<file path="config.mk">
export PLATFORM = sky130hd
export DESIGN_NAME = z80_io_uart
export DESIGN_NICKNAME = d
export VERILOG_FILES = /design/src/rtl/z80_io_uart_pkg.sv /design/src/rtl/z80_io_uart_fifo.sv /design/src/rtl/z80_io_uart.sv
export SDC_FILE = /design/constraint.sdc
export NUM_CORES = 1
export LEC_CHECK = 0
export CAP_MARGIN = 20
export CORE_MARGIN = 2
export CORE_UTILIZATION = 55
export CTS_BUF_LIST = sky130_fd_sc_hd__clkbuf_16
export CTS_CLUSTER_DIAMETER = 40
export DETAILED_ROUTE_END_ITERATION = 16
export PLACE_DENSITY = 0.79
export SLEW_MARGIN = 20
export SYNTH_ARGS = -nofsm -noshare
export SYNTH_HDL_FRONTEND = slang
export SYNTH_SLANG_ARGS = --single-unit
</file>
<file path="constraint.sdc">
create_clock -name clk -period 3.15 [get_ports clk]
set_clock_uncertainty 0.05 [all_clocks]
set_input_delay 0.4725 -clock clk [delete_from_list [all_inputs] [get_ports clk]]
set_output_delay 0.4725 -clock clk [all_outputs]
set_load 0.01 [all_outputs]
</file>
<file path="src/rtl/z80_io_uart_pkg.sv">
// Shared definitions for the Z80 I/O-mapped UART: register offsets, status bit
// positions, transmitter/receiver state types and the baud divisor helper.
package z80_io_uart_pkg;

    localparam logic [1:0] REG_DATA   = 2'd0;
    localparam logic [1:0] REG_STATUS = 2'd1;
    localparam logic [1:0] REG_CTRL   = 2'd2;

    localparam int ST_TXFULL  = 0;
    localparam int ST_TXEMPTY = 1;
    localparam int ST_RXAV    = 2;
    localparam int ST_RXOVR   = 3;
    localparam int ST_FERR    = 4;
    localparam int ST_TXOVF   = 5;

    typedef enum logic [1:0] {TX_IDLE, TX_START, TX_DATA, TX_STOP} tx_state_t;
    typedef enum logic [1:0] {RX_IDLE, RX_START, RX_DATA, RX_STOP} rx_state_t;

    // Rounded clocks-per-bit so the bit period error stays within half a clock.
    function automatic int calcDiv(input int clkHz, input int baud);
        return (clkHz + baud / 2) / baud;
    endfunction

endpackage

</file>
<file path="src/rtl/z80_io_uart_fifo.sv">
// uart_fifo: synchronous first-word-fall-through FIFO used for both UART directions.
// Pointers carry one extra wrap bit so full and empty are distinguishable.
module uart_fifo #(
    parameter int WIDTH = 8,
    parameter int DEPTH = 16
) (
    input  logic             clk,
    input  logic             reset,
    input  logic             push_i,
    input  logic [WIDTH-1:0] wdata_i,
    input  logic             pop_i,
    output logic [WIDTH-1:0] rdata_o,
    output logic             full_o,
    output logic             empty_o
);

    localparam int AW = $clog2(DEPTH);

    logic [WIDTH-1:0] mem_q [DEPTH];
    logic [AW:0]      wrPtr_q;
    logic [AW:0]      rdPtr_q;
    logic             doPush;
    logic             doPop;

    assign empty_o = (wrPtr_q == rdPtr_q);
    assign full_o  = (wrPtr_q[AW-1:0] == rdPtr_q[AW-1:0]) && (wrPtr_q[AW] != rdPtr_q[AW]);
    assign rdata_o = mem_q[rdPtr_q[AW-1:0]];

    // A simultaneous pop frees the slot being written, so a push into a full FIFO still lands.
    assign doPop  = pop_i && !empty_o;
    assign doPush = push_i && (!full_o || doPop);

    always_ff @(posedge clk or negedge reset) begin
        if (!reset) begin
            wrPtr_q <= '0;
            rdPtr_q <= '0;
        end else begin
            if (doPush) wrPtr_q <= wrPtr_q + (AW+1)'(1);
            if (doPop)  rdPtr_q <= rdPtr_q + (AW+1)'(1);
        end
    end

    always_ff @(posedge clk) begin
        if (doPush) mem_q[wrPtr_q[AW-1:0]] <= wdata_i;
    end

endmodule

</file>
<file path="src/rtl/z80_io_uart.sv">
// z80_io_uart: FIFO-buffered 8N1 UART decoded from Z80 I/O cycles at BASE_PORT+0..+2.
// Define Z80_UART_IRQ_EN to build the control register and the registered nint output.
module z80_io_uart #(
    parameter logic [7:0] BASE_PORT = 8'h00,
    parameter int         CLK_HZ    = 10000000,
    parameter int         BAUD      = 115200,
    parameter int         TX_DEPTH  = 16,
    parameter int         RX_DEPTH  = 16
) (
    input  logic       clk,
    input  logic       reset,
    input  logic [7:0] A,
    input  logic       nIORQ,
    input  logic       nRD,
    input  logic       nWR,
    input  logic       nM1,
    input  logic [7:0] d_in,
    output logic [7:0] d_out,
    output logic       d_oe,
    output logic       nint,
    input  logic       uart_rx,
    output logic       uart_tx
);

    import z80_io_uart_pkg::*;

    localparam int            DIV      = calcDiv(CLK_HZ, BAUD);
    localparam int            CW       = $clog2(DIV) + 1;
    localparam logic [CW-1:0] BIT_END  = CW'(DIV - 1);
    localparam logic [CW-1:0] HALF_END = CW'(DIV / 2 - 1);

    logic [7:0] offset;
    logic [1:0] regSel;
    logic       sel, wrAct, rdAct;
    logic       wrAct_q, rdAct_q;
    logic [1:0] rdReg_q;
    logic       wrPulse, rdTrail, statusClr;
    logic [7:0] rdData, status, ctrlRead;

    logic       txPush, txPop, txFull, txFifoEmpty, txOvfSet, txEmptyFlag;
    logic [7:0] txHead;
    logic       rxPush, rxPop, rxFull, rxEmpty, rxOvrSet, fErrSet, rxAvail;
    logic [7:0] rxHead;
    logic       txOvf_q, fErr_q, rxOvr_q;

    tx_state_t     txState_q, txState_d;
    logic [CW-1:0] txCnt_q, txCnt_d;
    logic [2:0]    txBit_q, txBit_d;
    logic [7:0]    txShift_q, txShift_d;
    logic          txLine_q, txLine_d;

    rx_state_t     rxState_q, rxState_d;
    logic [CW-1:0] rxCnt_q, rxCnt_d;
    logic [2:0]    rxBit_q, rxBit_d;
    logic [7:0]    rxShift_q, rxShift_d;
    logic [1:0]    rxSync_q;
    logic          rxPrev_q, rxIn;

    assign offset  = A - BASE_PORT;
    assign regSel  = offset[1:0];
    assign sel     = !nIORQ && nM1 && (offset < 8'd3);
    assign wrAct   = sel && !nWR;
    assign rdAct   = sel && !nRD;
    assign wrPulse = wrAct && !wrAct_q;
    assign rdTrail = !rdAct && rdAct_q;

    // The register being read is remembered so its side effect lands after A has moved on.
    always_ff @(posedge clk or negedge reset) begin
        if (!reset) begin
            wrAct_q <= 1'b0;
            rdAct_q <= 1'b0;
            rdReg_q <= REG_DATA;
        end else begin
            wrAct_q <= wrAct;
            rdAct_q <= rdAct;
            if (rdAct) rdReg_q <= regSel;
        end
    end

    assign statusClr   = rdTrail && (rdReg_q == REG_STATUS);
    assign txPush      = wrPulse && (regSel == REG_DATA);
    assign rxPop       = rdTrail && (rdReg_q == REG_DATA);
    assign txOvfSet    = txPush && txFull && !txPop;
    assign rxOvrSet    = rxPush && rxFull && !rxPop;
    assign txEmptyFlag = txFifoEmpty && (txState_q == TX_IDLE);
    assign rxAvail     = !rxEmpty;

    always_ff @(posedge clk or negedge reset) begin
        if (!reset) begin
            txOvf_q <= 1'b0;
            fErr_q  <= 1'b0;
            rxOvr_q <= 1'b0;
        end else begin
            txOvf_q <= txOvfSet || (txOvf_q && !statusClr);
            fErr_q  <= fErrSet  || (fErr_q  && !statusClr);
            rxOvr_q <= rxOvrSet || (rxOvr_q && !statusClr);
        end
    end

    always_comb begin
        status             = '0;
        status[ST_TXFULL]  = txFull;
        status[ST_TXEMPTY] = txEmptyFlag;
        status[ST_RXAV]    = rxAvail;
        status[ST_RXOVR]   = rxOvr_q;
        status[ST_FERR]    = fErr_q;
        status[ST_TXOVF]   = txOvf_q;
    end

    always_comb begin
        rdData = 8'h00;
        case (regSel)
            REG_DATA:   rdData = rxEmpty ? 8'h00 : rxHead;
            REG_STATUS: rdData = status;
            REG_CTRL:   rdData = ctrlRead;
            default:    rdData = 8'h00;
        endcase
    end

    assign d_oe  = rdAct;
    assign d_out = rdAct ? rdData : 8'h00;

`ifdef Z80_UART_IRQ_EN
    logic [1:0] ctrl_q;
    logic       nint_q;

    // Bit 0 enables the TX-empty interrupt, bit 1 the RX-available interrupt.
    always_ff @(posedge clk or negedge reset) begin
        if (!reset) begin
            ctrl_q <= 2'b00;
            nint_q <= 1'b1;
        end else begin
            if (wrPulse && (regSel == REG_CTRL)) ctrl_q <= d_in[1:0];
            nint_q <= !((ctrl_q[0] && txEmptyFlag) || (ctrl_q[1] && rxAvail));
        end
    end

    assign ctrlRead = {6'b0, ctrl_q};
    assign nint     = nint_q;
`else
    assign ctrlRead = 8'h00;
    assign nint     = 1'b1;
`endif

    uart_fifo #(.WIDTH(8), .DEPTH(TX_DEPTH)) txFifo (
        .clk     (clk),
        .reset   (reset),
        .push_i  (txPush),
        .wdata_i (d_in),
        .pop_i   (txPop),
        .rdata_o (txHead),
        .full_o  (txFull),
        .empty_o (txFifoEmpty)
    );

    uart_fifo #(.WIDTH(8), .DEPTH(RX_DEPTH)) rxFifo (
        .clk     (clk),
        .reset   (reset),
        .push_i  (rxPush),
        .wdata_i (rxShift_q),
        .pop_i   (rxPop),
        .rdata_o (rxHead),
        .full_o  (rxFull),
        .empty_o (rxEmpty)
    );

    always_comb begin
        txState_d = txState_q;
        txCnt_d   = txCnt_q + CW'(1);
        txBit_d   = txBit_q;
        txShift_d = txShift_q;
        txPop     = 1'b0;
        case (txState_q)
            TX_IDLE: begin
                txCnt_d = '0;
                if (!txFifoEmpty) begin
                    txPop     = 1'b1;
                    txShift_d = txHead;
                    txState_d = TX_START;
                end
            end
            TX_START: begin
                if (txCnt_q == BIT_END) begin
                    txCnt_d   = '0;
                    txBit_d   = 3'd0;
                    txState_d = TX_DATA;
                end
            end
            TX_DATA: begin
                if (txCnt_q == BIT_END) begin
                    txCnt_d   = '0;
                    txShift_d = {1'b0, txShift_q[7:1]};
                    txBit_d   = txBit_q + 3'd1;
                    if (txBit_q == 3'd7) txState_d = TX_STOP;
                end
            end
            TX_STOP: begin
                if (txCnt_q == BIT_END) begin
                    txCnt_d = '0;
                    if (!txFifoEmpty) begin
                        txPop     = 1'b1;
                        txShift_d = txHead;
                        txState_d = TX_START;
                    end else begin
                        txState_d = TX_IDLE;
                    end
                end
            end
            default: txState_d = TX_IDLE;
        endcase
        // The line level is registered from the next state so uart_tx never glitches.
        case (txState_d)
            TX_START: txLine_d = 1'b0;
            TX_DATA:  txLine_d = txShift_d[0];
            default:  txLine_d = 1'b1;
        endcase
    end

    assign rxIn = rxSync_q[1];

    always_comb begin
        rxState_d = rxState_q;
        rxCnt_d   = rxCnt_q + CW'(1);
        rxBit_d   = rxBit_q;
        rxShift_d = rxShift_q;
        rxPush    = 1'b0;
        fErrSet   = 1'b0;
        case (rxState_q)
            RX_IDLE: begin
                rxCnt_d = '0;
                if (rxPrev_q && !rxIn) rxState_d = RX_START;
            end
            RX_START: begin
                if (rxCnt_q == HALF_END) begin
                    rxCnt_d   = '0;
                    rxBit_d   = 3'd0;
                    rxState_d = rxIn ? RX_IDLE : RX_DATA;
                end
            end
            RX_DATA: begin
                if (rxCnt_q == BIT_END) begin
                    rxCnt_d   = '0;
                    rxShift_d = {rxIn, rxShift_q[7:1]};
                    rxBit_d   = rxBit_q + 3'd1;
                    if (rxBit_q == 3'd7) rxState_d = RX_STOP;
                end
            end
            RX_STOP: begin
                if (rxCnt_q == BIT_END) begin
                    rxCnt_d   = '0;
                    rxPush    = rxIn;
                    fErrSet   = !rxIn;
                    rxState_d = RX_IDLE;
                end
            end
            default: rxState_d = RX_IDLE;
        endcase
    end

    always_ff @(posedge clk or negedge reset) begin
        if (!reset) begin
            txState_q <= TX_IDLE;
            txCnt_q   <= '0;
            txBit_q   <= 3'd0;
            txShift_q <= 8'h00;
            txLine_q  <= 1'b1;
            rxState_q <= RX_IDLE;
            rxCnt_q   <= '0;
            rxBit_q   <= 3'd0;
            rxShift_q <= 8'h00;
            rxSync_q  <= 2'b11;
            rxPrev_q  <= 1'b1;
        end else begin
            txState_q <= txState_d;
            txCnt_q   <= txCnt_d;
            txBit_q   <= txBit_d;
            txShift_q <= txShift_d;
            txLine_q  <= txLine_d;
            rxState_q <= rxState_d;
            rxCnt_q   <= rxCnt_d;
            rxBit_q   <= rxBit_d;
            rxShift_q <= rxShift_d;
            rxSync_q  <= {rxSync_q[0], uart_rx};
            rxPrev_q  <= rxIn;
        end
    end

    assign uart_tx = txLine_q;

endmodule

</file>
==> impl_metrics.yaml <==
clock_tree:
  htreeDepth: 2
  cts_inserted_buffers: 40
  clock_sinks: 329
  cts-root-buf: "clkbuf_16"
  cts_tree: "yes"
  clk_latency_ns: 0.52
  cts_buffer_depth: 3
  clk_pin_slew_ns: 0.05
power:
  ir_worst_vdd_mv: 0.573
  internal_power_uw: 7350
  power.density_mw_per_mm2: 572
  p_leak_uw: 0.00609
  p_clk_frac: 0.463
  swShare: 0.203
  pwr-share-seq: 0.515
  p_comb_frac: 0.022
  power_switching_uw: 1880
  power_uw: 9230
sta:
  rsz0062_at_grt: "false"
  fmax_mhz: 326
  holdWs_ns: 0.0462
  finalHoldViolations: 0
  fin_crit_ns: 3.07
  period_share: 0.974
  finalSetupViolations: 0
  finalMaxSlewViolations: 0
  tightest_slew_ns: 0.949
  slew_headroom: 0.367
  fin_ws_ns: 0.0808
worst_hold_path:
  hold_class: "in -> async"
worst_setup_path:
  path_common_cell: "mux4_2"
  max_stage_delay_ns: 0.51
  crit_buf_inv: 3
  crit_fanout: 5
  critPathLaunchType: "flip-flop"
  cp.arrival_ns: 2.55
  reg2reg_slack_ns: 0.36
  crit_path_end_kind: "output pin"
  crit_family: "multiplexers"
  critPathKind: "reg -> out"
  worstPathCellList: "buf_6 -> buf_8 -> mux4_2 -> mux4_2 -> nor2b_1 -> clkdlybuf4s15_1"
  required_ns: 2.63
  worstReg2RegStart: "rxCnt_q[0]"
  startpoint: "rxFifo.rdPtr_q[0]"
  cp_slowest_cell: "mux4_2"
synthesis:
  synth_cells: 800
  synth-seq-cells: 329
  yosysWarnings: 0
  synth-edff-count: 256
  syn_nets: 846
  synth_ff_type: "edfxtp_1"
  synthArstFlopShare: 0.222
  yosysSeqAreaShare: 0.691
  syn_area_mm2: 0.0138
  synth_cell_types: 68
  syn_area_per_cell_um2: 17.2
detailed_routing:
  route.detailed.drc: 0
  drt-met1-wl_um: 11400
  routed_via_density: 5.84
  top_layer_used: "met4"
  dr.pass1.iters: 5
  via_count: 7369
  wl_per_cell_um: 21.2
  met3_length_um: 1490
  drt_iter0_drc: 652
  wl_met2_um: 13300
  wirelength_um: 26700
  ant_nets: 0
floorplan:
  dieHeight_um: 162
  die-area_mm2: 0.0263
  rows: 57
  initial_utilization: 0.563
  die_w_um: 162
  ios: 34
  core_mm2: 0.0245
grt:
  grt.total_usage: 0.213
  grt-ovfl-total: 0
  antenna_found_initial: 0
  grt_pass1_vias: 7597
  grt_first_pass_wirelength_um: 42700
  grt_max_degree: 74
placement:
  placedCellCount: 1186
  io_buffers: 32
  dp_hpwl_um: 16900
  routabilityCongestion: 0.776
  place_ws_ns: -0.486
finish:
  num-nets-final: 955
  fillCellCount: 1565
  seq_area_mm2: 0.00952
  syn_to_final_growth_pct: 17.1
  multi_input_area_mm2: 0.00400
  fin_cells: 1261
  drive_gt1_frac: 0.241
  fin_util: 0.660
  num_antenna_cells: 0
run:
  max_cap_viol_count: 0
outcome:
  status: "complete, no violations"
through the flow:
step                      TNS [ns]  cell area, um2
after global routing             0           16100
final                            0           16100
after CTS                        0           16200
after detailed placement     -2.97           14800
after floorplan                  0           13800
after global placement       -1.98           14800
worst reg2reg max path, stage by stage, from the launching register on:
cell and delay [ns]:
dfrtp_1 0.43, inv_1 0.08, ha_1 0.14, nand2b_1 0.08
nor4_1 0.47, nand4_1 0.21, a21oi_2 0.33, nand2_1 0.23
nor3_1 0.26, buf_4 0.22
Yosys cell counts, drive strengths merged (2+ instances only):
| cell | count | area (um2) |
|---|---|---|
| edfxtp | 256 | 7690 |
| dfrtp | 69 | 1730 |
| mux4 | 66 | 1520 |
| nor2 | 65 | 251 |
| nand2 | 36 | 140 |
| buf | 25 | 169 |
| xnor2 | 25 | 226 |
| mux2 | 24 | 270 |
| ha | 23 | 288 |
| inv | 20 | 75.1 |
| nand3 | 15 | 75.1 |
| nor3 | 15 | 86.3 |
| xor2 | 14 | 123 |
| a22o | 13 | 114 |
| mux2i | 13 | 130 |
| and3 | 10 | 62.6 |
| nand4 | 10 | 68.8 |
| o21ai | 10 | 50.0 |
| nand2b | 9 | 56.3 |
| clkbuf | 8 | 31.3 |
| o31ai | 7 | 52.6 |
| a21oi | 6 | 33.8 |
| a221oi | 6 | 52.6 |
| clkinv | 5 | 18.8 |
| o22ai | 5 | 31.3 |
| a31oi | 4 | 40.0 |
| dfstp | 4 | 105 |
| nor2b | 4 | 25.0 |
| nor3b | 3 | 22.5 |
| nor4 | 3 | 18.8 |
| a21o | 2 | 15.0 |
| and4 | 2 | 17.5 |
| nand4b | 2 | 17.5 |
| o21a | 2 | 15.0 |
| or2 | 2 | 15.0 |
worst paths after layout:
path                                 endpoint  cells after the start
max                                  d_out[7]                      6
max reg2reg                rxFifo.mem_q[1][6]                      9
max in group asynchronous   rxFifo.rdPtr_q[0]                      1
min                                rdReg_q[0]                      1
min in group clk                  rxSync_q[1]                      0
min reg2reg                       rxSync_q[1]                      0
cell families (layout without fill, tap and decap cells):
family                     after synthesis  after routing  share of synthesized area
DFF                                    329            329                      0.691
and+or+nand+nor                        184            184                     0.0672
muxes                                  103            103                      0.140
AOI/OAI and AO/OA                       63             63                     0.0347
buffers and inverters                   58            195                     0.0213
xor gates and xnor gates                39             39                     0.0253
adders and majority gates               23             23                     0.0209
other                                    1              1                   0.000272
placed cells by master, fill, tap and decap left out, drive strengths merged, types with 4 or more instances in the layout:
cell type,n
a21oi,6
a221oi,6
a22o,13
a31oi,4
and3,10
buf,71
clkbuf,45
clkdlybuf4s50,23
clkinv,20
dfrtp,69
dfstp,4
edfxtp,256
ha,23
inv,31
mux2,24
mux2i,13
mux4,66
nand2,36
nand2b,9
nand3,15
nand4,10
nor2,65
nor2b,4
nor3,15
o21ai,10
o22ai,5
o31ai,7
xnor2,25
xor2,14
sequential cells by signal, indices dropped and copies added, names as in the netlist, 2 cells and up, named ones only:
signal / cells
rdReg_q: 2
rxBit_q: 3
rxCnt_q: 8
rxFifo.mem_q: 128
rxFifo.rdPtr_q: 5
rxFifo.wrPtr_q: 5
rxShift_q: 8
rxSync_q: 2
txBit_q: 3
txCnt_q: 8
txFifo.mem_q: 128
txFifo.rdPtr_q: 5
txFifo.wrPtr_q: 5
txShift_q: 8
txState_q: 2
power groups by stage:
stage          sequential [uW]  combinational [uW]  clock [uW]
6_report                  4750                 202        4270
5_1_grt                   4760                 222        4540
4_1_cts                   4750                 205        4340
3_5_place_dp              4840                 200           0
3_3_place_gp              4840                 194           0
2_1_floorplan             4810                 118           0
area by class of cell:
class	instances	area share
clock buffer	40	0.0620
clock inverter	30	0.0157
inverter	25	0.00589
multi-input combinational	413	0.248
sequential	329	0.590
tap	324	0.0251
timing repair buffer	100	0.0533
metal layers:
metal,vias to the layer above,global-route usage
li1,3336,-
met1,3765,0.298
met2,227,0.352
met3,41,0.0391
met4,0,0.0539
met5,-,0
what timing repair did:
| action | CTS | global route |
|---|---|---|
| hold buffers | 0 | 0 |
| gates resized for setup | 32 | 10 |
| pin swaps | 2 | 1 |
| setup buffers | 5 | 1 |
| setup endpoints to repair | 8 | 7 |
| cloned | 0 | 0 |
No activity file was read; power rests on OpenSTA's default activity.
